**src/rtl/chain_tx_scheduler.sv**
```systemverilog
// chain_tx_scheduler: buffers chain codes and frames each contour as HEADER, codes, [XOR checksum], TRAILER for a UART TX.
// The checksum byte exists only when CHAIN_TX_CHECKSUM_EN is defined; in_ready drops only while the payload FIFO is full.
module chain_tx_scheduler #(
  parameter int         FIFO_DEPTH = 16,
  parameter logic [7:0] HEADER     = 8'hA5,
  parameter logic [7:0] TRAILER    = 8'hFF
) (
  input  logic       clk,
  input  logic       rst,
  input  logic [7:0] in_data,
  input  logic       in_valid,
  input  logic       in_last,
  output logic       in_ready,
  output logic [7:0] tx_data,
  output logic       tx_start,
  input  logic       tx_busy,
  output logic       frame_done,
  output logic       code_err
);

  localparam int          AW      = $clog2(FIFO_DEPTH);
  localparam logic [AW:0] DEPTH_L = (AW + 1)'(FIFO_DEPTH);

  typedef enum logic [2:0] {
    S_IDLE = 3'd0,
    S_HDR  = 3'd1,
    S_DATA = 3'd2,
`ifdef CHAIN_TX_CHECKSUM_EN
    S_CHK  = 3'd3,
`endif
    S_TRL  = 3'd4
  } state_t;

  logic [8:0]    mem_q [FIFO_DEPTH];
  logic [AW-1:0] wr_ptr_q, rd_ptr_q;
  logic [AW:0]   cnt_q, cnt_d;
  logic          fifo_full, fifo_empty, code_ok, push, pop, slot_ok;
  logic [8:0]    head;

  state_t        state_q;
  logic          tx_start_q, frame_done_q, code_err_q;
  logic [7:0]    tx_data_q;

  assign fifo_full  = (cnt_q == DEPTH_L);
  assign fifo_empty = (cnt_q == '0);
  assign in_ready   = !fifo_full;
  assign code_ok    = (in_data[7:3] == 5'd0);
  assign push       = in_valid && in_ready && code_ok;
  assign head       = mem_q[rd_ptr_q];

  // The serializer raises busy only the cycle after our pulse, so the pulse cycle itself is a holdoff.
  assign slot_ok = !tx_busy && !tx_start_q;
  assign pop     = (state_q == S_DATA) && slot_ok && !fifo_empty;

  always_comb begin
    cnt_d = cnt_q;
    if (push && !pop) begin
      cnt_d = cnt_q + 1'b1;
    end else if (!push && pop) begin
      cnt_d = cnt_q - 1'b1;
    end
  end

  always_ff @(posedge clk) begin
    if (rst) begin
      wr_ptr_q <= '0;
      rd_ptr_q <= '0;
      cnt_q    <= '0;
    end else begin
      if (push) wr_ptr_q <= wr_ptr_q + 1'b1;
      if (pop)  rd_ptr_q <= rd_ptr_q + 1'b1;
      cnt_q <= cnt_d;
    end
  end

  always_ff @(posedge clk) begin
    if (push) mem_q[wr_ptr_q] <= {in_last, in_data};
  end

`ifdef CHAIN_TX_CHECKSUM_EN
  logic [7:0] chk_q;

  always_ff @(posedge clk) begin
    if (rst || state_q == S_IDLE) begin
      chk_q <= '0;
    end else if (pop) begin
      chk_q <= chk_q ^ head[7:0];
    end
  end
`endif

  always_ff @(posedge clk) begin
    if (rst) begin
      state_q      <= S_IDLE;
      tx_start_q   <= 1'b0;
      tx_data_q    <= '0;
      frame_done_q <= 1'b0;
      code_err_q   <= 1'b0;
    end else begin
      tx_start_q   <= 1'b0;
      frame_done_q <= 1'b0;
      if (in_valid && in_ready && !code_ok) code_err_q <= 1'b1;

      case (state_q)
        S_IDLE: begin
          if (!fifo_empty) begin
            if (slot_ok) begin
              tx_start_q <= 1'b1;
              tx_data_q  <= HEADER;
              state_q    <= S_DATA;
            end else begin
              state_q <= S_HDR;
            end
          end
        end
        S_HDR: begin
          if (slot_ok) begin
            tx_start_q <= 1'b1;
            tx_data_q  <= HEADER;
            state_q    <= S_DATA;
          end
        end
        S_DATA: begin
          if (pop) begin
            tx_start_q <= 1'b1;
            tx_data_q  <= head[7:0];
            if (head[8]) begin
`ifdef CHAIN_TX_CHECKSUM_EN
              state_q <= S_CHK;
`else
              state_q <= S_TRL;
`endif
            end
          end
        end
`ifdef CHAIN_TX_CHECKSUM_EN
        S_CHK: begin
          if (slot_ok) begin
            tx_start_q <= 1'b1;
            tx_data_q  <= chk_q;
            state_q    <= S_TRL;
          end
        end
`endif
        S_TRL: begin
          if (slot_ok) begin
            tx_start_q   <= 1'b1;
            tx_data_q    <= TRAILER;
            frame_done_q <= 1'b1;
            state_q      <= S_IDLE;
          end
        end
        default: state_q <= S_IDLE;
      endcase
    end
  end

  assign tx_start   = tx_start_q;
  assign tx_data    = tx_data_q;
  assign frame_done = frame_done_q;
  assign code_err   = code_err_q;

endmodule

```
**config.mk**
```make
export PLATFORM = sky130hd
export DESIGN_NAME = chain_tx_scheduler
export DESIGN_NICKNAME = d
export VERILOG_FILES = /design/src/rtl/chain_tx_scheduler.sv
export SDC_FILE = /design/constraint.sdc
export NUM_CORES = 1
export LEC_CHECK = 0
export ABC_AREA = 0
export BUFFER_PORTS_ARGS = -buffer_cell sky130_fd_sc_hd__buf_4
export CELL_PAD_IN_SITES_DETAIL_PLACEMENT = 1
export CELL_PAD_IN_SITES_GLOBAL_PLACEMENT = 1
export CORE_MARGIN = 1.5
export CORE_UTILIZATION = 35
export DETAILED_ROUTE_END_ITERATION = 16
export PLACE_DENSITY_LB_ADDON = 0.1
export SLEW_MARGIN = 40
export SYNTH_ARGS = -nofsm -noshare
export SYNTH_HDL_FRONTEND = slang
export SYNTH_SLANG_ARGS = --single-unit
```
**constraint.sdc**
```tcl
create_clock -name clk -period 4.1 [get_ports clk]
set_input_delay 0.82 -clock clk [delete_from_list [all_inputs] [get_ports clk]]
set_output_delay 0.82 -clock clk [all_outputs]
set_load 0.005 [all_outputs]
```
==> results of run 1 <==
[path summary, 6_finish.rpt]
check        startpoint  endpoint  cells past startpoint
min reg2reg    code_err  code_err                      2
min            code_err  code_err                      2
max          in_data[3]  cnt_q[4]                     10
max reg2reg  state_q[2]  cnt_q[4]                     11
[sequential cells by signal, summed over array words and instances (netlist names), named ones only]
| name | flops |
|---|---|
| mem_q | 144 |
| tx_data | 8 |
| cnt_q | 5 |
| rd_ptr_q | 4 |
| wr_ptr_q | 4 |
| state_q | 3 |
| code_err | 1 |
| frame_done | 1 |
| tx_start | 1 |
[power breakdown]
group / internal (mW) / switching [mW] / total [mW] / leakage [nW]
clock network: 0.845 / 0.731 / 1.58 / 0.271
logic: 0.0393 / 0.0576 / 0.0969 / 0.821
registers: 1.93 / 0.0110 / 1.94 / 1.55
[Yosys cell counts, types with 3 or more instances]
master,n,area [um^2]
nand2_1,13,48.80
buf_2,3,15.01
o22ai_1,3,18.77
a211oi_1,9,67.56
edfxtp_1,144,4324
nor2_1,44,165.2
nand2b_1,5,31.28
nor3_1,6,30.03
a21oi_1,14,70.07
inv_1,18,67.56
xor2_1,7,61.31
dfxtp_1,31,620.6
mux4_2,39,878.3
buf_1,3,11.26
ha_1,10,125.1
mux2i_1,13,130.1
clkbuf_1,7,26.28
[metrics by stage]
step | hold WS, ns | worst slack, ns | util [%] | total power, mW
2_1_floorplan | 0.4421 | 0.5728 | - | 2.024
6_report | 0.4529 | 0.8466 | 41.83 | 3.613
3_5_place_dp | 0.4416 | 0.3633 | 38.95 | 2.079
3_3_place_gp | 0.4372 | 0.4547 | 38.93 | 2.076
4_1_cts | 0.4514 | 0.8268 | 41.83 | 3.650
5_1_grt | 0.4771 | 0.7242 | 41.83 | 3.724
[per-layer routing]
metal / vias up / share of wire (%) / global-route usage, %
met2: 75 / 50 / 28.05
met4: 0 / 2.1 / 6.486
met5: - / 0 / 0
met1: 1907 / 45 / 21.89
li1: 1645 / - / -
met3: 27 / 2.8 / 4.106
[area by class of cell]
class,count,area share [%]
clock inverter,15,1.685
timing repair buffer,49,4.657
multi-input combinational,190,22.95
sequential,175,60.62
tap,265,4.059
inverter,18,0.8272
clock buffer,17,5.208
[worst max-delay path: cells and delay by family]
family,cells,cell delay (ns)
fa+ha+maj,2,0.57
simple gates,1,0.60
compound gates,3,0.75
mux,2,0.56
buf+inv,2,0.29
[cell families after synthesis]
logic type,Yosys count,share of synthesized area (%)
AOI/OAI and AO/OA,33,3.372
xor gates and xnor gates,9,1.130
adders and majority gates,11,2.080
buffers and inverters,35,2.260
DFF,175,70.88
muxes,54,14.78
and+or+nand+nor,83,5.506
==> results.md, run 1 <==
Floorplanning:
- The top-level port count is 25.
- The floorplan has 51 rows.
- The die covers approximately 21000 um^2.
- The core region is just under 20000 um^2.
- Once the floorplan was initialized, standard cells occupied 35.73% of the core.
- The overall die height is 144.2 um.
- The die width is between 100 and 150 um.

Global routing:
- The number of global-route vias before repair is 3896.
- The global route total overflow is 0.
- The first-pass GRT wire length is 24370 um.
- Entering global routing, the biggest net connects 34 pins.
- The number of antenna violations at the first check in global routing was 0.
- For this run, the total global-route usage over all layers was measured as between 15 and 20%.

Logic synthesis:
- Counting every instance in the synthesized netlist gives 400.
- A synthesized cell averages roughly 17 um^2.
- The proportion of synthesized chip area in sequential cells is 70.88%.
- In this run, synthesis produced a sequential element count of 175.
- The proportion of register bits with asynchronous set or reset after synthesis is 0%.
- The post-synthesis net count is 424.
- Counting flops with a built-in enable in the synthesized netlist gives 144.
- The synthesized netlist occupies a cell area of approximately 7000 um^2.
- For this run, the number of Yosys warnings is 0.
- The unique cell type count in the Yosys netlist is 39.
- The most used flip-flop cell after synthesis is edfxtp_1.

Critical path:
- STA classifies the critical path endpoint as a register.
- The cell occurring most often along the worst timing path is ha_1.
- The maximum net fanout on the critical path is 17.
- The worst stage delay on the critical path is 0.60 ns.
- Data on the critical path arrives at its endpoint at 3.59 ns.
- The worst-path cell with the longest stage delay is or4_4.
- The critical path startpoint category is an input pin.
- The required time of the critical path is 4.43 ns.
- The signal on the critical path passes through buf_4, or4_4, a2111oi_4, ha_1, inv_1, ha_1, a21o_1, a21oi_1, mux2i_1, mux2_2.
- The classification of the worst setup path is in2reg.
- The register-to-register setup slack is 1.08 ns.

Placed design:
- The number of cells in the design after placement is 697.
- The last weighted congestion value of the routability-driven placer is 0.7703.
- The placed wire-length estimate after detailed placement is 10580 um.
- The cell area reported after detailed placement is 7605 um^2.
- The count of input and output buffers is 24.

Clocking:
- Counting every sink on the clock net gives 175.
- The post-CTS repair timing setup buffer count is 0.
- The clock insertion delay at the later pin of the skew report is 0.44 ns.
- The number of buffers inserted by hold repair at cts is 0.
- After clock tree synthesis, the clock-pin slew on the worst setup and hold paths is ~0.070 ns.
- The count of instances resized after the clock tree is built is 0.
- TritonCTS built the clock tree.
- The buffer cell driving the clock tree root is clkbuf_16.
- Clock tree synthesis inserted a total of 17 buffers.
- In this run the deepest clock path goes through 2 buffers.
- The number of H-tree levels is 4.

STA:
- The part of the cycle the worst path needs is 79.35%.
- Static timing analysis puts the maximum clock frequency at 0.3074 GHz.
- The clock arrives with 0.01011 ns of skew.
- The clock period minus final worst setup slack is between 3 and 4 ns.
- The hold violation count in the final report is 0.
- The final max-slew violation count is 0.
- The transition at the pin with the smallest max-transition slack is 0.8557 ns.
- Setup repair after global routing left no endpoint under its margin.
- The headroom to the max-slew limit is 42.87%.
- Setup violations remaining at the end of the flow were counted as 0.
- The setup TNS after final layout is 0 ns.

Final layout:
- Leaving out fill and tap cells, the most frequent cells in the layout are 144 x edfxtp_1, 48 x buf_4, 44 x nor2_1, 39 x mux4_2, 28 x dfxtp_1.
- The area overhead of the layout relative to synthesis is 17.07%.
- After the last flow step, the layout net total stands at 475.
- Once layout is done, the placed cells without fillers occupy 8168 um^2.
- The fraction of layout instances using a drive strength above 1 is between 20% and 30%.
- The library cell used most frequently in the layout, excluding fill and tap cells, is edfxtp_1.
- The area of all sequential standard cells is 4951 um^2.
- The number of antenna diodes is 0.
- The area occupied by multi-input gates is 1874 um^2.
- Excluding fillers, the count of instances in the completed layout stands at 729.
- The count of fill cells added during filler insertion is 1961.

Job:
- The tool flagged a number of max-cap violations equal to 0.

Power:
- Dividing total power by cell area gives a power density of 442.4 nW/um^2.
- For this design the static power due to leakage is ~2.6 nW.
- IR analysis of the VDD net gives a maximum drop of 275.0 uV.

Detailed routing:
- The wire length per cell is 22.25 um.
- The count of nets left with antenna violations after detail routing is 0.
- The detailed router placed approximately 3700 vias in this run.
- The starting DRC count in detailed routing is 203.
- The wire length reported by the detailed router is 16220 um.
- The iteration count of the initial detailed-routing pass is 4.
- In the routed design, unresolved DRC markers number 0.
- The post-detailed-route via-to-cell ratio is 5.012.

Status:
- The run finished with clean final reports.

Worst hold path:
- The path class of the tightest hold or removal check is reg2reg.
(Power assumes the default switching activity.)
==> run 2: changes to the inputs <==
--- a/config.mk
+++ b/config.mk
@@ -5,7 +5,7 @@
 export SDC_FILE = /design/constraint.sdc
 export NUM_CORES = 1
 export LEC_CHECK = 0
-export ABC_AREA = 0
+export ABC_AREA = 1
 export BUFFER_PORTS_ARGS = -buffer_cell sky130_fd_sc_hd__buf_4
 export CELL_PAD_IN_SITES_DETAIL_PLACEMENT = 1
 export CELL_PAD_IN_SITES_GLOBAL_PLACEMENT = 1
==> constraint.sdc (replaced) <==
create_clock -name clk -period 3.1 [get_ports clk]
set_input_delay 0.62 -clock clk [delete_from_list [all_inputs] [get_ports clk]]
set_output_delay 0.62 -clock clk [all_outputs]
set_load 0.005 [all_outputs]
==> run 2 against run 1 <==
  * Clock-buffer cell count up 4
  * Utilization down 0.47 points
  * Largest power group unchanged
  * Critical path type is now reg2reg
  * Critical endpoint unchanged
  * Worst setup slack worse by 0.19 ns
  * Sequential power up 37%
==> results.md, run 2 <==
Critical path:
- The cell that appears most often on the critical path is inv_1.
- The most critical setup path has its endpoint at cnt_q[4].
- The maximum net fanout on the critical path is 7.
- The worst register-to-register path has a depth of 13.
- The endpoint identified for the worst register-to-register timing path is cnt_q[4].
- For this run, the slowest stage of the critical path takes 0.33 ns.
- The launch instance of the worst register-to-register path is state_q[0].
- The worst-path cell with the longest stage delay is dfxtp_1.
- STA classifies the critical path startpoint as a register.
- STA classifies the critical path endpoint as a register.
- Traced cell by cell, the critical path runs through nor2_1, inv_1, nor2_4, nand2_2, ha_1, inv_1, ha_1, inv_1, o21bai_1, o21ai_0, nand3_1, o21ai_0, a21oi_1.
- Data arrives at the worst endpoint at between 2 and 3 ns.
- The launching instance or port of the critical path is state_q[0].
- The register-to-register setup slack is 0.66 ns.
- The classification of the worst setup path is reg2reg.
- The required time of the critical path is 3.41 ns.

Power:
- The power density of the placed cells is slightly above 600 nW/um^2.
- The total leakage power is 3.000 nW.
- The worst-case IR drop observed on VDD is between 400 and 500 uV.
- The net switching power figure is 1.182 mW.
- The clock share of power is 40.8%.
- The share of power burned in combinational logic is 8.5%.
- Per report_power, the sequential group accounts for 50.7% of the total.
- The switching share of power is 22.65%.
- The internal portion of the total power is 4.037 mW.

Clocking:
- The count of instances resized after the clock tree is built is 0.
- The H-tree generated during clock tree synthesis spans 4 levels.
- The clock insertion delay at the later pin of the skew report is 0.42 ns.
- The maximum root-to-sink buffer count is 2.
- The clock tree from TritonCTS is yes.
- After clock tree synthesis, the clock-pin slew on the worst setup and hold paths is 0.07 ns.
- In this run, CTS created clock tree buffers numbering 17.
- The post-CTS repair timing setup buffer count is 0.
- The number of buffers inserted by hold repair at cts is 0.
- The total number of clock tree sinks is 175.
- The buffer cell driving the clock tree root is clkbuf_16.

STA:
- The transition at the pin with the smallest max-transition slack is 0.6717 ns.
- Setup repair after global routing left no endpoint under its margin.
- The setup TNS after final layout is 0 ns.
- Of the available clock period, the critical path in the final layout requires 78.74%.
- The worst clock skew is 0.007829 ns.
- Timing would allow up to roughly 0.4 GHz.
- Setup violations remaining at the end of the flow were counted as 0.
- The hold violation count in the final report is 0.
- The worst path in the final design needs a cycle of 2.441 ns, including I/O delays and setup.
- The headroom to the max-slew limit is 55.16%.
- The final max-slew violation count is 0.

Logic synthesis:
- Ranked by total cell area, the synthesized netlist is headed by edfxtp_1 60%, dfxtp_1 8.5%, nor2_1 6.8%.
- The number of instances in the synthesized netlist is 653.
- Counting flops with a built-in enable in the synthesized netlist gives 144.
- The primary flip-flop cell chosen by synthesis mapping is edfxtp_1.
- After synthesis, the netlist uses 33 different library cells.
- Yosys printed 0 warnings.
- The commonest cells after synthesis are 144 x edfxtp_1, 131 x nor2_1, 71 x o21ai_0.
- The cell taking the most area after synthesis is edfxtp_1.
- The synthesized design contains 175 register bits.
- Synthesis produced a netlist with a net count of 677.
- The share of synthesized area in the top cell type comes to 59.50%.
- The area of the mapped netlist is 7267 um^2.
- The proportion of register bits with asynchronous set or reset after synthesis is 0%.
- By instance count, the leading cell after synthesis is edfxtp_1.
- In this run the mean area of a mapped cell was 11.13 um^2.
- The proportion of synthesized chip area in sequential cells is between 60% and 70%.

Global routing:
- For met3 alone, demand over resource in global routing was between 3 and 4%.
- In the global route stage, met1 resource usage came out at 25.68%.
- The pin count of the biggest net entering global routing is 77.
- After global routing the overflow that remains totals 0.
- The global-route usage over all layers is 18.71%.
- The number of global-route vias before repair came to 4986.
- The number of antenna violations at the first check in global routing is 0.
- The layer flagged by global routing as most heavily used is met2.
- The first global-routing pass estimated 29670 um of wire.
- For met2 alone, demand over resource in global routing was 30.45%.

Floorplanning:
- In this run the standard cell core region covers slightly above 20000 um^2.
- The row count is 52.
- The floorplan step defined a die boundary enclosing roughly 22000 um^2.
- The initial utilization of the core area, before any placement, comes to 35.80%.
- The die width is 147.1 um.
- The overall die height is 147.1 um.
- In this run the count of I/O pins placed on the die edge is 25.

Job:
- Across the run, the number of max-cap violations was 0.

Final layout:
- The largest register by flop count is mem_q.
- The number of nets in the layout is 715.
- In the layout the commonest cells are 144 x edfxtp_1, 131 x nor2_1, 71 x o21ai_0, 63 x nand2_1, 47 x buf_4.
- The flip-flop count of the largest register, all copies and words added is 144.
- Leaving out fill and tap cells, the most frequent cell in the layout is edfxtp_1.
- The repair_antennas step left the layout with diodes totalling 0.
- The area occupied by multi-input gates is 1959 um^2.
- Cells with a size suffix above 1 make up 12.78% of the layout.
- From synthesis to final layout, the design area changed by 15.55%.
- Fill cells in the final layout number 2246.
- Leaving out filler cells and counting taps, the final layout contains between 900 and 1000.
- In the final layout, flip-flops and latches occupy slightly below 5000 um^2.

Detailed routing:
- The starting DRC count in detailed routing is 319.
- The post-detailed-route via-to-cell ratio is roughly 5.0.
- The wire length reported by the detailed router is 19460 um.
- The iteration count of the initial detailed-routing pass is 4.
- In the final routed layout, each cell accounts on average for 19.98 um.
- The count of nets left with antenna violations after detail routing is 0.
- In the routed design, unresolved DRC markers number 0.
- The routed layout has 4906 vias.

Placed design:
- The number of cells in the design after placement is 942.
- At the end of routability-driven placement, the weighted congestion stood at 0.7769.
- The placed wire-length estimate after detailed placement is roughly 12000 um.
- Port buffering added 24 buffers.

Worst hold path:
- The worst min-delay path class is in2reg.

Status:
- The flow ran to the end, and the final reports show no timing, DRC or antenna violations.
[run 2: cell types whose count changed after synthesis, moves of 9 or more]
| cell | previous run | this run |
|---|---|---|
| buf_2 | 3 | 14 |
| o21ai_0 | 1 | 71 |
| nand3_1 | 1 | 31 |
| o211ai_1 | 1 | 26 |
| o21ai_1 | 0 | 17 |
| mux2i_1 | 13 | 0 |
| a211oi_1 | 9 | 0 |
| nor2_1 | 44 | 131 |
| mux4_2 | 39 | 0 |
| nand2_1 | 13 | 63 |
| inv_1 | 18 | 43 |
[run 2: stage by stage]
step | total power [mW] | hold WS, ns | setup WS, ns | area, um^2 | utilization, %
final | 5.219 | 0.4485 | 0.6589 | 8397 | 41.36
after global routing | 5.425 | 0.4455 | 0.3210 | 8397 | 41.36
after CTS | 5.277 | 0.4284 | 0.6575 | 8393 | 41.35
after detailed placement | 3.145 | 0.4611 | 0.2838 | 7811 | 38.48
after global placement | 3.130 | 0.4581 | 0.3771 | 7811 | 38.48
after floorplan | 2.944 | 0.4598 | 0.6525 | 7267 | -
[run 2: kinds of logic (layout without fill, tap and decap cells)]
logic type	Yosys count	in the layout	share of synthesized area, %
compound gates	143	143	10.97
buf+inv	80	131	4.993
fa+ha+maj	11	11	1.997
xor+xnor	1	1	0.1205
flops	175	175	68.04
simple gates	243	243	13.88
[run 2: cell type report]
cell class	instances	area share, %
Clock inverter	11	1.684
Clock buffer	21	5.245
Sequential cell	175	58.90
Timing Repair Buffer	49	4.575
Multi-Input combinational cell	398	23.33
Tap cell	270	4.023
Inverter	50	2.235
[run 2: per-layer routing]
metal / vias up / share of wire, % / wire length (um)
met5: - / 0 / 0
met1: 2490 / 49 / 9488
met3: 15 / 2.7 / 520
li1: 2352 / - / -
met4: 0 / 0.98 / 190
met2: 49 / 48 / 9259
[run 2: power groups by stage]
stage	clock [mW]	sequential (mW)	combinational, mW
after floorplan	0	2.69	0.251
after global placement	0	2.69	0.436
after detailed placement	0	2.69	0.451
after CTS	2.18	2.65	0.452
after global routing	2.27	2.65	0.503
final	2.13	2.65	0.443
[run 2: critical path, delay by kind of cell, from the launching register on]
kind                       cells  cell delay (ns)
DFF                            1             0.33
buffers and inverters          3             0.36
adders and majority gates      2             0.52
and+or+nand+nor                4             0.62
AOI/OAI and AO/OA              4             0.49
[run 2: worst min path at each step]
stage                     slack [ns]  cells past startpoint  startpoint           to
after floorplan                 0.46                      2    cnt_q[4]     cnt_q[4]
after global placement          0.46                      1    code_err     code_err
after detailed placement        0.46                      1    code_err     code_err
after CTS                       0.43                      2         rst  wr_ptr_q[2]
after global routing            0.45                      2         rst     tx_start
final                           0.45                      2         rst  wr_ptr_q[2]
